`src/rtl/x2050rtn_if.sv`:
```
// Signal bundle between the routine-request scheduler and the channel/ROS side.
// The slave modport is the scheduler's view; the master modport is the driver's view.
interface x2050rtn_if #(
  parameter int NREQ = 4
);
  logic            i_ros_advance;
  logic            i_break_ok;
  logic [NREQ-1:0] i_req;
  logic            i_routine_end;
  logic [NREQ-1:0] o_routine_requesting;
  logic            o_routine_recd;
  logic            o_firstcycle;
  logic            o_busy;
  logic            o_timeout;
  logic [1:0]      o_state;

  modport slave (
    input  i_ros_advance, i_break_ok, i_req, i_routine_end,
    output o_routine_requesting, o_routine_recd, o_firstcycle,
           o_busy, o_timeout, o_state
  );

  modport master (
    output i_ros_advance, i_break_ok, i_req, i_routine_end,
    input  o_routine_requesting, o_routine_recd, o_firstcycle,
           o_busy, o_timeout, o_state
  );
endinterface

```
`src/rtl/x2050rtn.sv`:
```
// Routine-request scheduler: fixed-priority arbitration with a one-deep fairness
// mask, ROS break-in sequencing and a ROS-advance timeout on the running routine.
module x2050rtn #(
  parameter int NREQ     = 4,
  parameter int TOUT_W   = 8,
  parameter int TOUT_MAX = 200
) (
  input  logic          i_clk,
  input  logic          i_reset,
  x2050rtn_if.slave     bus
);

  typedef enum logic [1:0] {
    ST_IDLE   = 2'd0,
    ST_PEND   = 2'd1,
    ST_FIRST  = 2'd2,
    ST_ACTIVE = 2'd3
  } state_t;

  localparam logic [TOUT_W-1:0] TOUT_LAST = TOUT_W'(TOUT_MAX - 1);
  localparam logic [TOUT_W-1:0] TOUT_SAT  = '1;

  state_t            r_state;
  logic [NREQ-1:0]   r_grant;
  logic [NREQ-1:0]   r_mask;
  logic [TOUT_W-1:0] r_timer;
  logic              r_timeout;

  logic [NREQ-1:0]   w_masked;
  logic [NREQ-1:0]   w_eff;
  logic [NREQ-1:0]   w_winner;
  logic              w_withdraw;
  logic              w_recd;
  logic              w_first;

  // The last-served channel steps aside only if someone else is asking.
  assign w_masked   = bus.i_req & ~r_mask;
  assign w_eff      = (|w_masked) ? w_masked : bus.i_req;
  assign w_winner   = w_eff & (~w_eff + NREQ'(1));

  assign w_withdraw = ~|(bus.i_req & r_grant);
  assign w_recd     = (r_state == ST_PEND) & ~w_withdraw
                      & bus.i_ros_advance & bus.i_break_ok;
  assign w_first    = (r_state == ST_FIRST) & bus.i_ros_advance;

  always_ff @(posedge i_clk or posedge i_reset) begin
    if (i_reset) begin
      r_state   <= ST_IDLE;
      r_grant   <= '0;
      r_mask    <= '0;
      r_timer   <= '0;
      r_timeout <= 1'b0;
    end else begin
      r_timeout <= 1'b0;
      case (r_state)
        ST_IDLE: begin
          if (|bus.i_req) begin
            r_grant <= w_winner;
            r_state <= ST_PEND;
          end
        end
        ST_PEND: begin
          if (w_withdraw) begin
            r_grant <= '0;
            r_state <= ST_IDLE;
          end else if (bus.i_ros_advance && bus.i_break_ok) begin
            r_state <= ST_FIRST;
          end
        end
        ST_FIRST: begin
          if (bus.i_ros_advance) begin
            r_timer <= '0;
            r_state <= ST_ACTIVE;
          end
        end
        ST_ACTIVE: begin
          // Routine end takes precedence over an overrun on the same advance.
          if (bus.i_ros_advance) begin
            if (bus.i_routine_end) begin
              r_mask  <= r_grant;
              r_grant <= '0;
              r_state <= ST_IDLE;
            end else if (r_timer == TOUT_LAST) begin
              r_mask    <= r_grant;
              r_grant   <= '0;
              r_timeout <= 1'b1;
              r_state   <= ST_IDLE;
            end else if (r_timer != TOUT_SAT) begin
              r_timer <= r_timer + 1'b1;
            end
          end
        end
        default: r_state <= ST_IDLE;
      endcase
    end
  end

  assign bus.o_routine_requesting = r_grant;
  assign bus.o_routine_recd       = w_recd;
  assign bus.o_firstcycle         = w_first;
  assign bus.o_busy               = (r_state != ST_IDLE);
  assign bus.o_timeout            = r_timeout;
  assign bus.o_state              = r_state;

endmodule

```
`src/flat_wrapper.sv`:
```
// flat-port wrapper written by rule: the top's interface ports become plain ports
module x2050rtn_flat 
#(
  parameter int NREQ     = 4,
  parameter int TOUT_W   = 8,
  parameter int TOUT_MAX = 200
)
  (i_clk, i_reset, bus_i_ros_advance, bus_i_break_ok, bus_i_req, bus_i_routine_end, bus_o_routine_requesting, bus_o_routine_recd, bus_o_firstcycle, bus_o_busy, bus_o_timeout, bus_o_state);
  x2050rtn_if #(.NREQ(NREQ)) bus_i ();
  input  logic i_clk;
  input  logic i_reset;
  input wire logic [$bits(bus_i.i_ros_advance)-1:0] bus_i_ros_advance;
  input wire logic [$bits(bus_i.i_break_ok)-1:0] bus_i_break_ok;
  input wire logic [$bits(bus_i.i_req)-1:0] bus_i_req;
  input wire logic [$bits(bus_i.i_routine_end)-1:0] bus_i_routine_end;
  output wire logic [$bits(bus_i.o_routine_requesting)-1:0] bus_o_routine_requesting;
  output wire logic [$bits(bus_i.o_routine_recd)-1:0] bus_o_routine_recd;
  output wire logic [$bits(bus_i.o_firstcycle)-1:0] bus_o_firstcycle;
  output wire logic [$bits(bus_i.o_busy)-1:0] bus_o_busy;
  output wire logic [$bits(bus_i.o_timeout)-1:0] bus_o_timeout;
  output wire logic [$bits(bus_i.o_state)-1:0] bus_o_state;
  assign bus_i.i_ros_advance = bus_i_ros_advance;
  assign bus_i.i_break_ok = bus_i_break_ok;
  assign bus_i.i_req = bus_i_req;
  assign bus_i.i_routine_end = bus_i_routine_end;
  assign bus_o_routine_requesting = bus_i.o_routine_requesting;
  assign bus_o_routine_recd = bus_i.o_routine_recd;
  assign bus_o_firstcycle = bus_i.o_firstcycle;
  assign bus_o_busy = bus_i.o_busy;
  assign bus_o_timeout = bus_i.o_timeout;
  assign bus_o_state = bus_i.o_state;
  x2050rtn #(.NREQ(NREQ), .TOUT_W(TOUT_W), .TOUT_MAX(TOUT_MAX)) u_core (.i_clk(i_clk), .i_reset(i_reset), .bus(bus_i));
endmodule
```
`config.mk`:
```
export PLATFORM = sky130hd
export DESIGN_NAME = x2050rtn_flat
export DESIGN_NICKNAME = d
export VERILOG_FILES = /design/src/rtl/x2050rtn_if.sv /design/src/rtl/x2050rtn.sv /design/src/flat_wrapper.sv
export SDC_FILE = /design/constraint.sdc
export NUM_CORES = 1
export LEC_CHECK = 0
export BUFFER_PORTS_ARGS = -buffer_cell sky130_fd_sc_hd__buf_2
export CORE_MARGIN = 2
export CORE_UTILIZATION = 54
export DETAILED_ROUTE_END_ITERATION = 7
export GPL_TIMING_DRIVEN = 0
export PLACE_DENSITY = 0.88
export SLEW_MARGIN = 20
export SYNTH_ARGS = -nofsm -noshare
export SYNTH_HDL_FRONTEND = slang
export SYNTH_SLANG_ARGS = --single-unit
```
`constraint.sdc`:
```
create_clock -name i_clk -period 2.2 [get_ports i_clk]
set_input_delay 0.22 -clock i_clk [delete_from_list [all_inputs] [get_ports i_clk]]
set_output_delay 0.22 -clock i_clk [all_outputs]
set_load 0.005 [all_outputs]
```
==> impl_metrics.csv <==
group,metric,value,unit
outcome,status,"finished with violations",
cts,cts_setup_buffers,0,
synth,synthXorXnorAreaFrac,0.804,%
synth,yosysMostFrequentCell,"dfrtp_1",
sta,min_period,1.90,ns
cts,numCtsBuffers,3,
critical_path,critPathCaptureType,"flip-flop",
sta,finalHoldViolations,11,
placement,place_ws,0.341,ns
critical_path,max_stage_delay,0.43,ns
drt,vias,916,
synth,synth_cell_types,36,
cts,htreeDepth,1,
cts,cts_resized,0,
global_route,grt_overflow,0,
critical_path,r2r-start,"u_core.r_timer[0]",
floorplanning,chipWidth,48.9,um
flow_run,cap_violations,0,
critical_path,startpoint_type,"flip-flop",
synth,synth_top_family_by_area,"simple AND/OR/NAND/NOR gates",
sta,max_freq,528,MHz
floorplanning,dieArea,2390,sq um
critical_path,r2r-end,"u_core.r_mask[3]",
layout,drive_above_1_share,29.3,%
synth,ys_seq_area_share,43.6,%
cts,cts_buffer_depth,2,
cts,clkLatencyLatePin,0.31,ns
drt,dr.pass1.iters,4,
synth,synth_top_area_share,43.6,%
global_route,grt.total_usage,20.4,%
critical_path,cp_slowest_cell,"dfrtp_1",
drt,ant_nets,0,
synth,synthesis.area,1090,sq um
cts,clkTransAtPathRegs,0.12,ns
placement,dpl.hpwl,1640,um
drt,vias_per_cell,5.49,
global_route,grt_max_degree,20,
synth,async_flop_share,100,%
power_and_ir_drop,power_density,882,nW/um^2
critical_path,critPathKind,"flip-flop to flip-flop",
global_route,grt_first_pass_wirelength,3760,um
sta,timing.setup.tns,0,ns
critical_path,path_cells,"ha_1 -> and4_4 -> a21oi_1 -> nor2_1 -> mux2_2",
synth,netlist_instances,118,
critical_path,r2r_cells,5,
layout,diodes,0,
sta,hold_ws,-0.00391,ns
cts,cts_tree,"yes",
sta,setup_ws,0.305,ns
global_route,grt_antenna_before_repair,0,
layout,final_nets,151,
critical_path,rrSetupSlack,0.30,ns
synth,synthSimpleGateAreaFrac,26.9,%
outcome,violations,"hold timing",
placement,gp_congestion,0.878,
cts,clock_sinks,19,
drt,wirelength,2220,um
drt,drc,0,
synth,muxShareOfSynthArea,8.27,%
layout,syn_to_final_growth,13.9,%
synth,synth_nets,128,
drt,drt-wirelength-per-cell,13.3,um
global_route,grt_pass1_vias,837,
critical_path,cp_data_required_time,2.40,ns
placement,dp_cells,163,
sta,max-slew-margin-rel,52.9,%
floorplanning,initial_core_util,56.1,%
critical_path,worst-path-max-fanout,5,
sta,drv_slew,0,
critical_path,critPathTopFamily,"simple AND/OR/NAND/NOR gates",
synth,synth_compound_area_share,17.1,%
floorplanning,die_h,48.9,um
synth,synth_common_cells,"dfrtp_1 (19), o21ai_0 (13), nand2_1 (12), mux2_2 (8)",
sta,setup_viol,0,
cts,clock-root-buffer,"clkbuf_4",
cts,postCtsHoldBufs,0,
synth,synth_edf_count,0,
synth,synth_area_leader_cell,"dfrtp_1",
drt,drt-initial-drc-count,23,
synth,syn_avg_cell_area,9.24,sq um
floorplanning,ios,19,
power_and_ir_drop,peakVddDrop,0.494,mV
critical_path,critPathArrivalTime,2.10,ns
critical_path,crit_buf_inv,0,
layout,fin_cells,167,
synth,yosys_warnings,0,
floorplanning,core_area,1940,sq um
worst_hold_path,hp-class,"input port to asynchronous set/reset pin",
sta,max_slew.worst_pin.slew,0.705,ns
synth,ys_seq_elements,19,
sta,period_share,86.1,%
synth,yosys.area_share.adder,1.15,%
floorplanning,rows,16,
placement,portBuffers,18,
sta,fin_skew,0.00953,ns
synth,synth_ff_type,"dfrtp_1",
power_and_ir_drop,p_leak,0.000593,uW
synth,synthTopCellsByArea,"dfrtp_1 (44%), mux2_2 (8.3%), o21ai_0 (6.0%)",
sta,grt_setup_unrepaired,"no",
-- how the worst max path moves through the flow --
stage / from / to / cells after the start
after global routing: u_core.r_timer[0] / u_core.r_mask[1] / 5
final: u_core.r_timer[0] / u_core.r_mask[3] / 5
after detailed placement: u_core.r_timer[0] / u_core.bus.o_routine_requesting[2] / 6
after global placement: u_core.r_timer[0] / u_core.r_mask[3] / 5
after floorplan: u_core.r_timer[0] / u_core.bus.o_routine_requesting[0] / 6
after CTS: u_core.r_timer[0] / u_core.r_mask[3] / 5
-- cells by family (layout without fill, tap and decap cells) --
kind of cell               count (synthesis)  after routing
DFF                                       19             19
and+or+nand+nor                           53             53
adders and majority gates                  1              1
xor gates and xnor gates                   1              1
AOI/OAI and AO/OA                         30             30
buffers and inverters                      6             28
muxes                                      8              8
-- stage by stage --
| step | instance area, sq um | utilization, % | total power [uW] | hold slack [ns] |
|---|---|---|---|---|
| after global routing | 1240 | 63.9 | 1170 | 0.0516 |
| after global placement | 1210 | 62.5 | 893 | 0.365 |
| after floorplan | 1090 | - | 776 | 0.171 |
| after CTS | 1240 | 63.9 | 1100 | 0.0247 |
| after detailed placement | 1210 | 62.5 | 912 | 0.370 |
| final | 1240 | 63.9 | 1090 | -0.00391 |
-- per-layer routing --
| layer | up-vias | wire (um) | track usage [%] |
|---|---|---|---|
| li1 | 464 | - | - |
| met4 | 0 | 36 | 7.14 |
| met3 | 5 | 61 | 3.68 |
| met5 | - | 0 | 0 |
| met1 | 429 | 1040 | 27.2 |
| met2 | 18 | 1090 | 33.3 |
-- layout make-up --
| cell class | instances | area [sq um] |
|---|---|---|
| buffer | 2 | 8.76 |
| clock buffer | 3 | 22.5 |
| clock inverter | 1 | 5.00 |
| fill | 162 | 701 |
| inverter | 4 | 15.0 |
| multi-input combinational | 93 | 591 |
| sequential | 19 | 475 |
| tap | 27 | 33.8 |
| timing repair buffer | 18 | 90.1 |
-- cell usage in the layout, fill, tap and decap left out, types with 2 or more instances in the layout --
cell type	count
a31oi_1	2
a21oi_1	4
nor2b_1	5
nand3_1	4
nor2_1	7
nand2b_1	7
dfrtp_1	19
and3_1	4
nand2_1	12
inv_1	4
a22oi_1	2
o21ai_0	13
nor3_1	3
o31ai_1	3
buf_2	19
mux2_2	8
clkbuf_4	3
-- registers in the layout (all words and copies together) (netlist names), named ones only --
name / flops
u_core.bus.o_routine_requesting: 4
u_core.r_mask: 4
u_core.bus.o_state: 1
u_core.bus.o_timeout: 1
u_core.r_timer: 8
-- power breakdown --
| part | internal, uW | switching [uW] |
|---|---|---|
| sequential | 420 | 81.8 |
| combinational | 196 | 208 |
| clock | 68.0 | 120 |
| total | 684 | 410 |
No activity file was read; power rests on OpenSTA's default activity.
